==> config.mk <==
export PLATFORM = sky130hd
export DESIGN_NAME = hub75_bank_scheduler
export DESIGN_NICKNAME = d
export VERILOG_FILES = /design/src/rtl/hub75_bank_scheduler.sv
export SDC_FILE = /design/constraint.sdc
export NUM_CORES = 1
export LEC_CHECK = 0
export ABC_AREA = 1
export CAP_MARGIN = 10
export CORE_ASPECT_RATIO = 0.7
export CORE_UTILIZATION = 38
export CTS_CLUSTER_DIAMETER = 200
export DETAILED_ROUTE_END_ITERATION = 8
export GPL_TIMING_DRIVEN = 0
export PLACE_DENSITY = 0.74
export RECOVER_POWER = 25
export SYNTH_ARGS = -nofsm -noshare
export SYNTH_HDL_FRONTEND = slang
export SYNTH_SLANG_ARGS = --single-unit
export TNS_END_PERCENT = 5
==> constraint.sdc <==
create_clock -name clk -period 1.61 [get_ports clk]
set_clock_uncertainty 0.1 [all_clocks]
set_input_delay 0.161 -clock clk [delete_from_list [all_inputs] [get_ports clk]]
set_output_delay 0.161 -clock clk [all_outputs]
set_load 0.1 [all_outputs]
==> src/rtl/hub75_bank_scheduler.sv <==
// Double-buffer bank scheduler between the SPI frame writer and HUB75 scan-out.
// Latency: rd_bank/overrun_count/stale registered (1 cycle); wr_ready/frame_pending/swap_pulse decode state.
// Backpressure: wr_ready low while a frame is in flight or pending; early starts drop the pending frame and count an overrun.
module hub75_bank_scheduler #(
   parameter int NUM_ROWS     = 16,
   parameter int STALE_FRAMES = 255,
   parameter int CNT_WIDTH    = 8
) (
   input  logic                 clk,
   input  logic                 reset,
   input  logic                 wr_frame_start,
   input  logic                 wr_frame_done,
   input  logic                 rd_row_done,
   output logic                 wr_bank,
   output logic                 rd_bank,
   output logic                 wr_ready,
   output logic                 swap_pulse,
   output logic                 frame_pending,
   output logic [3:0]           row_index,
   output logic [CNT_WIDTH-1:0] overrun_count,
   output logic                 stale
);

   typedef enum logic [1:0] {
      IDLE    = 2'd0,
      WRITING = 2'd1,
      PENDING = 2'd2,
      SWAP    = 2'd3
   } state_t;

   localparam logic [3:0]           LAST_ROW  = 4'(NUM_ROWS - 1);
   localparam logic [7:0]           STALE_MAX = 8'(STALE_FRAMES);
   localparam logic [CNT_WIDTH-1:0] CNT_MAX   = {CNT_WIDTH{1'b1}};

   state_t     state;
   state_t     state_next;
   logic       frame_end;
   logic       do_swap;
   logic       overrun_inc;
   logic [7:0] stale_cnt;
   logic [7:0] stale_cnt_next;

   // Last row of a display frame completing marks the only point a swap may happen.
   assign frame_end   = rd_row_done && (row_index == LAST_ROW);
   assign do_swap     = (state == PENDING) && frame_end;
   // Any start while a finished frame is pending or being swapped in loses a frame.
   assign overrun_inc = wr_frame_start && ((state == PENDING) || (state == SWAP));
   assign wr_bank     = ~rd_bank;

   // State register.
   always_ff @(posedge clk or posedge reset) begin
      if (reset) state <= IDLE;
      else       state <= state_next;
   end

   // Next-state logic; a swap beats a coincident writer start.
   always_comb begin
      state_next = state;
      case (state)
         IDLE:    if (wr_frame_start) state_next = WRITING;
         WRITING: if (wr_frame_done)  state_next = PENDING;
         PENDING: begin
            if (frame_end)           state_next = SWAP;
            else if (wr_frame_start) state_next = WRITING;
         end
         SWAP:    state_next = IDLE;
         default: state_next = IDLE;
      endcase
   end

   // Output decode of state.
   always_comb begin
      wr_ready      = 1'b0;
      frame_pending = 1'b0;
      swap_pulse    = 1'b0;
      case (state)
         IDLE:    wr_ready      = 1'b1;
         PENDING: frame_pending = 1'b1;
         SWAP:    swap_pulse    = 1'b1;
         default: ;
      endcase
   end

   // Scan row counter; never stalled by writer activity.
   always_ff @(posedge clk or posedge reset) begin
      if (reset)            row_index <= 4'd0;
      else if (frame_end)   row_index <= 4'd0;
      else if (rd_row_done) row_index <= row_index + 4'd1;
   end

   // Read bank flips on the swap edge so the new value appears with swap_pulse.
   always_ff @(posedge clk or posedge reset) begin
      if (reset)        rd_bank <= 1'b0;
      else if (do_swap) rd_bank <= ~rd_bank;
   end

   // Saturating dropped-frame counter.
   always_ff @(posedge clk or posedge reset) begin
      if (reset)                                    overrun_count <= '0;
      else if (overrun_inc && overrun_count != CNT_MAX) overrun_count <= overrun_count + 1'b1;
   end

   // Stale counter next value: clear on swap, count non-swapping frame ends up to the limit.
   always_comb begin
      stale_cnt_next = stale_cnt;
      if (do_swap)
         stale_cnt_next = 8'd0;
      else if (frame_end && stale_cnt != STALE_MAX)
         stale_cnt_next = stale_cnt + 8'd1;
   end

   // Stale counter and its registered flag, taken from the updated count.
   always_ff @(posedge clk or posedge reset) begin
      if (reset) begin
         stale_cnt <= 8'd0;
         stale     <= 1'b0;
      end else begin
         stale_cnt <= stale_cnt_next;
         stale     <= (stale_cnt_next == STALE_MAX);
      end
   end

endmodule

# == Word-level counts from Yosys, hierarchy flattened ==
# Index checks and enable logic that the tools add are counted.
# totals
reg_bits,24
out_inout_bits,18
elab_cells,37
input_bits,5
# classes
bitwise_logic,1
n_addsub,3
eq_ne,8
n_mux,11
n_reduce_logical,8
# op_table
op,n
adder 8 x 1 -> 8 bit (second input constant),2
2-to-1 mux 8 bit,2
inequality test 8 bit (second input constant),2
== test 8 bit (second input constant),1
2-to-1 mux 4 bit,2
case mux 2 bit (4 select lines),1
2-to-1 mux 2 bit,3
logical AND 1 bit,5
adder 4 x 1 -> 4 bit (second input constant),1
== test 2 bit (second input constant),2
== test 4 bit (second input constant),1
2-to-1 mux 1 bit,3
== test 2 x 1 -> 1 bit (second input constant),1
logical NOT 2 bit,1
inequality test 2 bit (second input constant),1
nonzero test 2 bit,1
logical OR 1 bit,1
NOT 1 bit,1

# == Logic depth before layout (Yosys ltp) ==
# Gate-level depths: netlist (run 1).
# depth
depth_word,6
mapped_depth,11
ltp_nobuf,11

# == Least setup slack after synthesis (run 1) ==
# No wires, ideal clock.
# synth_path
path_kind,register -> register
from,reg state[1]
to,reg stale
stages_incl_launch_ff,8
path_buffers,0
t_required_ns,1.396
arrival_time_ns,2.506
synth_period_minus_slack_ns,2.720
setup_time_ns,0.114
slack_ns,-1.110
path_cell_list,dfrtp_1 -> inv_1 -> nor2_1 -> nand2_1 -> nand3_1 -> nor2_1 -> nand2_1 -> nor2_1
# synth_between
elab_chain_len,4
# synth_rtl
element,line_no,rtl
start: declaration,35,state_t state;
start signal: assignment,53,else state <= state_next;
== test 2 bit,45,assign do_swap = (state == PENDING) && frame_end;
logical AND 1 bit,45,
2-to-1 mux 8 bit,106,if (do_swap)
== test 8 bit,119,stale <= (stale_cnt_next == STALE_MAX);
end signal: assignment,119,
end: declaration,21,output logic stale
# Every way passes these cells.
# A chain may end at the register's enable or synchronous reset.

# == Worst setup path after layout (run 1) ==
# layout_path
from,reg stale_cnt[0]
to,reg stale
# layout_between
elab_chain_len,5
word_cells_on_any_way,6
# layout_rtl
element,line_no,rtl
start: declaration,40,logic [7:0] stale_cnt;
start signal: assignment,118,stale_cnt <= stale_cnt_next;
"parallel branches: the longest is 2 deep, another holds adder 8 x 1 -> 8 bit",--,
2-to-1 mux 8 bit (*),108,else if (frame_end && stale_cnt != STALE_MAX)
2-to-1 mux 8 bit (*),106,
== test 8 bit (*),119,
# Every way passes the cells marked *.

==> flow_summary.yaml, run 1 <==
worst_setup_path:
  arrival_ps: 1710
  max_stage_delay_ps: 450
  cp_max_fo: 7
  critPathMostFrequentCell: "nand2_1"
  crit_family: "simple AND/OR/NAND/NOR gates"
  path_cells: "ha_4 > nand2_2 > nor2_4 > nand2_4 > nand2_4 > nand2_1 > nand2_1 > nand2_1 > nor2_1 > nand2_1 > nor2_1"
  cp.required_ps: 1710
  regToRegSetupSlack_ps: -5
  path_class: "register to register"
  critPathLaunchType: "register"
  end_kind: "register"
  cpMaxStageDelayCell: "dfrtp_2"
  crit_buf_inv: 0
drt:
  drt_iter0_drc: 111
  met2_length_microns: 1053
  wl_met3_microns: 146
  vias: 1138
  drt_pre_antenna_iters: 4
  viasPerCell: 4.552
  remaining_drc_errors: 0
  routed.top_layer: "met3"
  wirelength_met1_microns: 1458
  drtAntennaViolNets: 0
  post_drt_wl_per_cell_microns: 10.64
  routed_wl_microns: 2659
grt:
  grt_antenna_before_repair: 0
  overflow: 0
  grt_pass1_wl_microns: 4664
  first_global_vias: 1024
  grt.total_usage_pct: 15.94
  grt_max_degree: 25
timing:
  timing.fmax_ghz: 0.6191
  hold_violations: 0
  relSlewSlack_pct: 40.42
  drv_slew: 0
  rsz0062_at_grt: "yes"
  setup_violations: 1
  tns_ps: -5.166
  period_minus_slack_ps: 1615
  tightest_slew_ps: 892.7
  fin_ws_ps: -5.166
  min_period_over_period_pct: 100.3
status:
  status: "finished with violations"
  violations: "setup timing"
synthesis:
  syn_area_sq_um: 1369
  synth_xor_area_share_pct: 6.399
  synth_compound_area_share_pct: 4.753
  synth_simple_gate_area_share_pct: 31.26
  synth_top_family_by_area: "simple AND/OR/NAND/NOR gates"
  ys_types: 25
  synthAdderAreaFrac_pct: 2.742
  synthCells: 178
  yosysWarnings: 0
  syn_avg_cell_area_sq_um: 7.690
  synth-seq-area-share_pct: 43.88
  syn_nets: 186
  synth_seq_cells: 24
  synthMuxAreaShare_pct: 0.8227
placement:
  dpl.hpwl_microns: 2028
  io_buffers: 22
  gp_congestion: 0.7996
cts:
  cts_tree: "yes"
  clkTransAtPathRegs_ps: 80
  cts.sinks: 24
  cts_hold_buf: 0
  cts_max_level: 1
  insertion_delay_ps: 260
  clockBufferDepth: 2
  cts_buffers: 3
  root_buffer: "clkbuf_8"
finish:
  drive_gt1_share_pct: 27.59
  areaGrowthSynthToFinish_pct: 30.07
  layout_common_cells: "nand2_1, inv_1, clkdlybuf4s15_2"
  final_nets: 213
  diodes: 0
  layout_commonest_cell: "nand2_1"
floorplanning:
  fp.dieW_microns: 73.74
  core_area_sq_um: 3297
  start_util_pct: 41.52
  die_y_microns: 52.22
  io_pins: 23
  rows: 17
  dieArea_sq_um: 3850
run:
  max_cap_violations: 0
worst_hold_path:
  hold_class: "register to register"
[sequential cells by signal, summed over array words and instances (netlist names)]
| signal | count |
|---|---|
| overrun_count | 8 |
| rd_bank | 1 |
| row_index | 4 |
| stale | 1 |
| stale_cnt | 8 |
| state | 2 |
[routing by layer]
layer  GRT usage [%]  vias to the layer above
met5               0                        -
met4           1.923                        0
met3           5.385                        0
met2           22.02                       27
met1           24.28                      507
li1                -                      604
[kinds of logic (layout without fill, tap and decap cells)]
group                      Yosys count  in the layout
muxes                                1              1
adders and majority gates            3              3
AOI/OAI and AO/OA                   11             11
buffers and inverters               34             59
xor gates and xnor gates            10             10
and+or+nand+nor                     95             95
DFF                                 24             24
[worst register-to-register path: cells and delay by family (launching register included)]
kind / cells / cell delay (ps)
simple gates: 10 / 820
fa+ha+maj: 1 / 180
flops: 1 / 450
[repair_timing]
action	CTS	global route
gates resized for setup	70	7
endpoints found under the setup margin	32	12
setup buffers	0	0
[path summary, 6_finish.rpt]
kind	start	endpoint	cells past startpoint
min	row_index[0]	row_index[0]	1
max in group asynchronous	reset	stale_cnt[1]	2
min in group asynchronous	reset	stale	2
max	stale_cnt[0]	stale	11
min reg2reg	row_index[0]	row_index[0]	1
max reg2reg	stale_cnt[0]	stale	11
[per-stage QoR]
step | setup slack [ps] | hold slack (ps) | utilization [%] | instance area [sq um] | std cells
floorplan | -339.4 | 74.92 | - | 1395 | 178
global placement | -426.3 | 386.5 | 50.78 | 1674 | 247
detailed placement | -421.4 | 389.3 | 50.78 | 1674 | 247
CTS | -154.3 | 322.0 | 53.32 | 1758 | 250
global route | -156.5 | 427.1 | 54.00 | 1780 | 250
finish | -5.166 | 399.9 | 54.00 | 1780 | 250
[cells in the mapped netlist]
master | number | area share (%)
inv_2 | 1 | 0.27
nand4_1 | 6 | 2.7
nand2_1 | 50 | 14
ha_1 | 3 | 2.7
o21ai_0 | 2 | 0.73
inv_1 | 31 | 8.5
nand2_2 | 4 | 1.8
a21oi_1 | 6 | 2.2
nor2_4 | 1 | 0.82
buf_6 | 1 | 0.82
o21bai_1 | 1 | 0.55
nor4_1 | 1 | 0.46
xor2_1 | 7 | 4.5
nor2_2 | 2 | 0.91
a211o_1 | 1 | 0.64
a21oi_2 | 1 | 0.64
nand3_1 | 11 | 4.0
buf_4 | 1 | 0.55
mux2_2 | 1 | 0.82
dfrtp_1 | 24 | 44
xnor2_1 | 3 | 1.9
nor2_1 | 16 | 4.4
nand3b_1 | 1 | 0.55
nand3_2 | 2 | 1.5
nor3_1 | 1 | 0.37
[layout make-up]
type                    instances  area [sq um]
multi-input cells             120         696.9
well taps                      47         58.81
flip-flops and latches         24         615.6
repair buffers                 22         222.7
plain buffers                   2         18.77
clock buffers                   3         41.29
inverters                      32         126.4
fillers                       306          1516
Power of run 1 is not shown: default switching activity piles up to over one toggle a cycle in this logic, so the estimate is an artifact.
==> inputs of run 2 (changes only) <==
--- a/config.mk
+++ b/config.mk
@@ -8,11 +8,13 @@
 export ABC_AREA = 1
 export CAP_MARGIN = 10
 export CORE_ASPECT_RATIO = 0.7
-export CORE_UTILIZATION = 38
+export CORE_UTILIZATION = 45
 export CTS_CLUSTER_DIAMETER = 200
 export DETAILED_ROUTE_END_ITERATION = 8
+export GPL_ROUTABILITY_DRIVEN = 0
 export GPL_TIMING_DRIVEN = 0
-export PLACE_DENSITY = 0.74
+export HOLD_SLACK_MARGIN = 0.1
+export PLACE_DENSITY = 0.83
 export RECOVER_POWER = 25
 export SYNTH_ARGS = -nofsm -noshare
 export SYNTH_HDL_FRONTEND = slang
==> flow_summary.yaml, run 2 (synthesis gave the netlist of run 1 again) <==
status:
  status: "finished with violations"
  violations: "setup timing"
timing:
  hold_violations: 0
  min_period_over_period_pct: 104.8
  fin_ws_ps: -77.12
  rsz0062_at_grt: "yes"
  period_minus_slack_ps: 1687
  tightest_slew_ps: 906.4
  setup_violations: 1
  drv_slew: 0
  timing.fmax_ghz: 0.5927
  relSlewSlack_pct: 39.51
finish:
  layout_commonest_cell: "nand2_1"
  areaGrowthSynthToFinish_pct: 32.45
  multi_input_area_sq_um: 686.9
  drive_gt1_share_pct: 29.33
  layout_common_cells: "nand2_1, inv_1, nor2_1, clkdlybuf4s15_2"
  diodes: 0
  seqCellArea_sq_um: 615.6
  n_fill_cell: 250
  reg_top3: "overrun_count x8, stale_cnt x8, row_index x4"
  design_area_sq_um: 1813
  final_nets: 217
worst_setup_path:
  cp_max_fo: 5
  end_kind: "register"
  path_class: "register to register"
  regToRegSetupSlack_ps: -80
  regToRegStartpoint: "row_index[0]"
  arrival_ps: 1800
  critPathLaunchType: "register"
  cp.required_ps: 1720
  startpoint: "row_index[0]"
floorplanning:
  die_y_microns: 48.15
  rows: 16
  fp.dieW_microns: 67.92
  dieArea_sq_um: 3270
  start_util_pct: 48.15
  io_pins: 23
  core_area_sq_um: 2843
grt:
  first_global_vias: 1017
  overflow: 0
  grt_max_degree: 25
  grt_pass1_wl_microns: 4547
  grt.total_usage_pct: 19.82
  grt_antenna_before_repair: 0
drt:
  wl_met3_microns: 183
  met2_length_microns: 1358
  viasPerCell: 5.045
  drt_pre_antenna_iters: 5
  remaining_drc_errors: 0
  wirelength_met1_microns: 1533
  vias: 1231
  routed.top_layer: "met4"
  post_drt_wl_per_cell_microns: 12.75
  drt_iter0_drc: 102
  drtAntennaViolNets: 0
  routed_wl_microns: 3111
placement:
  dpl.hpwl_microns: 2218
  place_ws_ps: -433.0
  dpl-instance-area_sq_um: 1660
  io_buffers: 22
cts:
  clkTransAtPathRegs_ps: 90
  clockBufferDepth: 2
  cts_buffers: 3
  cts_tree: "yes"
  cts_max_level: 1
  cts.sinks: 24
  root_buffer: "clkbuf_8"
  insertion_delay_ps: 280
worst_hold_path:
  hold_class: "primary input to async pin"
run:
  max_cap_violations: 0
## run 2: final cells by class
| class | count | area share [%] |
|---|---|---|
| well taps | 36 | 2.484 |
| plain buffers | 2 | 1.035 |
| inverters | 32 | 6.970 |
| multi-input cells | 120 | 37.89 |
| flip-flops and latches | 24 | 33.95 |
| clock buffers | 3 | 2.277 |
| clock inverters | 1 | 1.656 |
| repair buffers | 26 | 13.73 |
## run 2: worst paths after layout
check                                   end  depth (start not counted)
min in group clk               row_index[3]                          2
max in group asynchronous  overrun_count[5]                          2
min                            stale_cnt[5]                          2
max reg2reg                           stale                         10
max                                   stale                         10
min reg2reg                    row_index[3]                          2
## run 2: repair_timing
item / CTS / global route
cloned: 0 / 1
hold buffers: 0 / 0
endpoints found under the setup margin: 32 / 10
resized for setup: 68 / 9
setup buffers: 0 / 3
pin swaps: 0 / 1
## run 2: layer usage
layer  track usage [%]  up-vias
met1             25.26      569
li1                  -      616
met2             33.14       41
met5                 0        -
met3             5.841        5
met4             6.250        0
## run 2: through the flow
stage	std cells	hold WS (ps)	TNS [ps]	util, %
after CTS	240	318.7	-236.4	61.97
after global placement	236	387.5	-4805	58.41
after detailed placement	236	388.4	-5055	58.41
after floorplan	178	74.92	-3774	-
after global routing	244	461.5	-280.3	63.78
final	244	419.1	-77.12	63.78
## run 2: critical path, stage by stage (launching register included)
cell     delay [ps]
dfrtp_2         400
ha_1            160
nand2_2          90
nor2_4          170
buf_6           150
nand3_2          70
nand2_1          70
nand3_1         120
nor2_1          110
nand2_1          70
nor2_1          120
Power of run 2 is left out for the same reason.
==> inputs of run 3 (changes only) <==
--- a/config.mk
+++ b/config.mk
@@ -9,11 +9,13 @@
 export CAP_MARGIN = 10
 export CORE_ASPECT_RATIO = 0.7
 export CORE_UTILIZATION = 45
+export CTS_BUF_LIST = sky130_fd_sc_hd__clkbuf_16
 export CTS_CLUSTER_DIAMETER = 200
 export DETAILED_ROUTE_END_ITERATION = 8
 export GPL_ROUTABILITY_DRIVEN = 0
 export GPL_TIMING_DRIVEN = 0
 export HOLD_SLACK_MARGIN = 0.1
+export MAX_ROUTING_LAYER = met4
 export PLACE_DENSITY = 0.83
 export RECOVER_POWER = 25
 export SYNTH_ARGS = -nofsm -noshare
==> flow_summary.yaml, run 3 (synthesis gave the netlist of run 1 again) <==
floorplanning:
  dieArea_sq_um: 3270
  fp.dieW_microns: 67.92
  rows: 16
  core_area_sq_um: 2843
  die_y_microns: 48.15
  io_pins: 23
  start_util_pct: 48.15
drt:
  vias: 1259
  drt_pre_antenna_iters: 4
  remaining_drc_errors: 0
  viasPerCell: 5.077
  drtAntennaViolNets: 0
  drt_iter0_drc: 70
  routed_wl_microns: 3225
  post_drt_wl_per_cell_microns: 13.00
cts:
  clkTransAtPathRegs_ps: 60
  clockBufferDepth: 2
  cts_buffers: 3
  insertion_delay_ps: 260
  cts.sinks: 24
  cts_tree: "yes"
  cts_hold_buf: 0
  root_buffer: "clkbuf_16"
  cts_max_level: 1
grt:
  grt_pass1_wl_microns: 4526
  first_global_vias: 1010
  overflow: 0
  grt_antenna_before_repair: 0
  grt_max_degree: 25
  grt.total_usage_pct: 20.08
worst_setup_path:
  cpMaxStageDelayCell: "dfrtp_2"
  cp_max_fo: 6
  arrival_ps: 1750
  max_stage_delay_ps: 430
  end_kind: "register"
  critPathLaunchType: "register"
  cp.required_ps: 1700
  path_cells: "ha_4 > nand2_4 > nor2_4 > nand2_4 > nand2_4 > nand2_1 > nand2_1 > nand2_2 > nor2_2 > nand2_1 > nor2_1"
  path_class: "register to register"
finish:
  final_nets: 221
  layout_common_cells: "nand2_1, inv_1, clkdlybuf4s15_2"
  layout_commonest_cell: "nand2_1"
  diodes: 0
  areaGrowthSynthToFinish_pct: 38.21
  final_util_pct: 66.55
  fin_cells: 248
  reg_top3: "overrun_count x8, stale_cnt x8, row_index x4"
  drive_gt1_share_pct: 31.60
  design_area_sq_um: 1892
timing:
  setup_violations: 1
  fin_ws_ps: -53.88
  relSlewSlack_pct: 39.83
  timing.fmax_ghz: 0.6010
  period_minus_slack_ps: 1664
  rsz0062_at_grt: "yes"
  min_period_over_period_pct: 103.3
  drv_slew: 0
  hold_violations: 0
  tns_ps: -53.88
  tightest_slew_ps: 901.5
status:
  status: "finished with violations"
  violations: "setup timing"
placement:
  dp_cells: 236
  dpl-instance-area_sq_um: 1660
  dpl.hpwl_microns: 2218
  io_buffers: 22
run:
  max_cap_violations: 0
worst_hold_path:
  hold_class: "register to register"
==> run 3: worst max-delay path, delay by kind of cell, from the launching register on <==
family	cells	cell delay, ps
and+or+nand+nor	10	890
DFF	1	430
adders and majority gates	1	180
==> run 3: worst paths after layout <==
path,slack [ps],cells after the start,to,start
setup reg to reg,-50,11,stale,stale_cnt[0]
min in group asynchronous,440,2,stale_cnt[5],reset
hold / removal,430,2,row_index[3],row_index[3]
max in group asynchronous,360,2,overrun_count[5],reset
hold reg to reg,430,2,row_index[3],row_index[3]
setup / recovery,-50,11,stale,stale_cnt[0]
==> run 3: cell type report <==
type | count | area (sq um)
fillers | 236 | 950.9
multi-input cells | 120 | 696.9
flip-flops and latches | 24 | 615.6
repair buffers | 30 | 284.0
inverters | 32 | 126.4
clock buffers | 3 | 75.07
well taps | 36 | 45.04
clock inverters | 1 | 30.03
plain buffers | 2 | 18.77
==> run 3: stage by stage <==
stage,hold WS [ps],setup slack [ps]
finish,431.2,-53.88
global route,457.7,-173.7
floorplan,74.92,-339.4
detailed placement,388.4,-433.0
global placement,387.5,-417.3
CTS,341.9,-120.3
==> run 3: timing repair <==
item	4_1_cts	5_1_grt
cloned	0	1
setup buffers	0	7
pin swaps	0	10
setup endpoints to repair	32	10
gates resized for setup	67	11
==> run 3: layer usage <==
| metal | vias up | global-route usage [%] | wire length (microns) |
|---|---|---|---|
| met1 | 592 | 25.55 | 1512 |
| met3 | 6 | 5.140 | 184 |
| met5 | - | - | 0 |
| met4 | 0 | 4.583 | 42 |
| li1 | 623 | - | - |
| met2 | 38 | 32.55 | 1486 |
Power of run 3 is left out for the same reason.
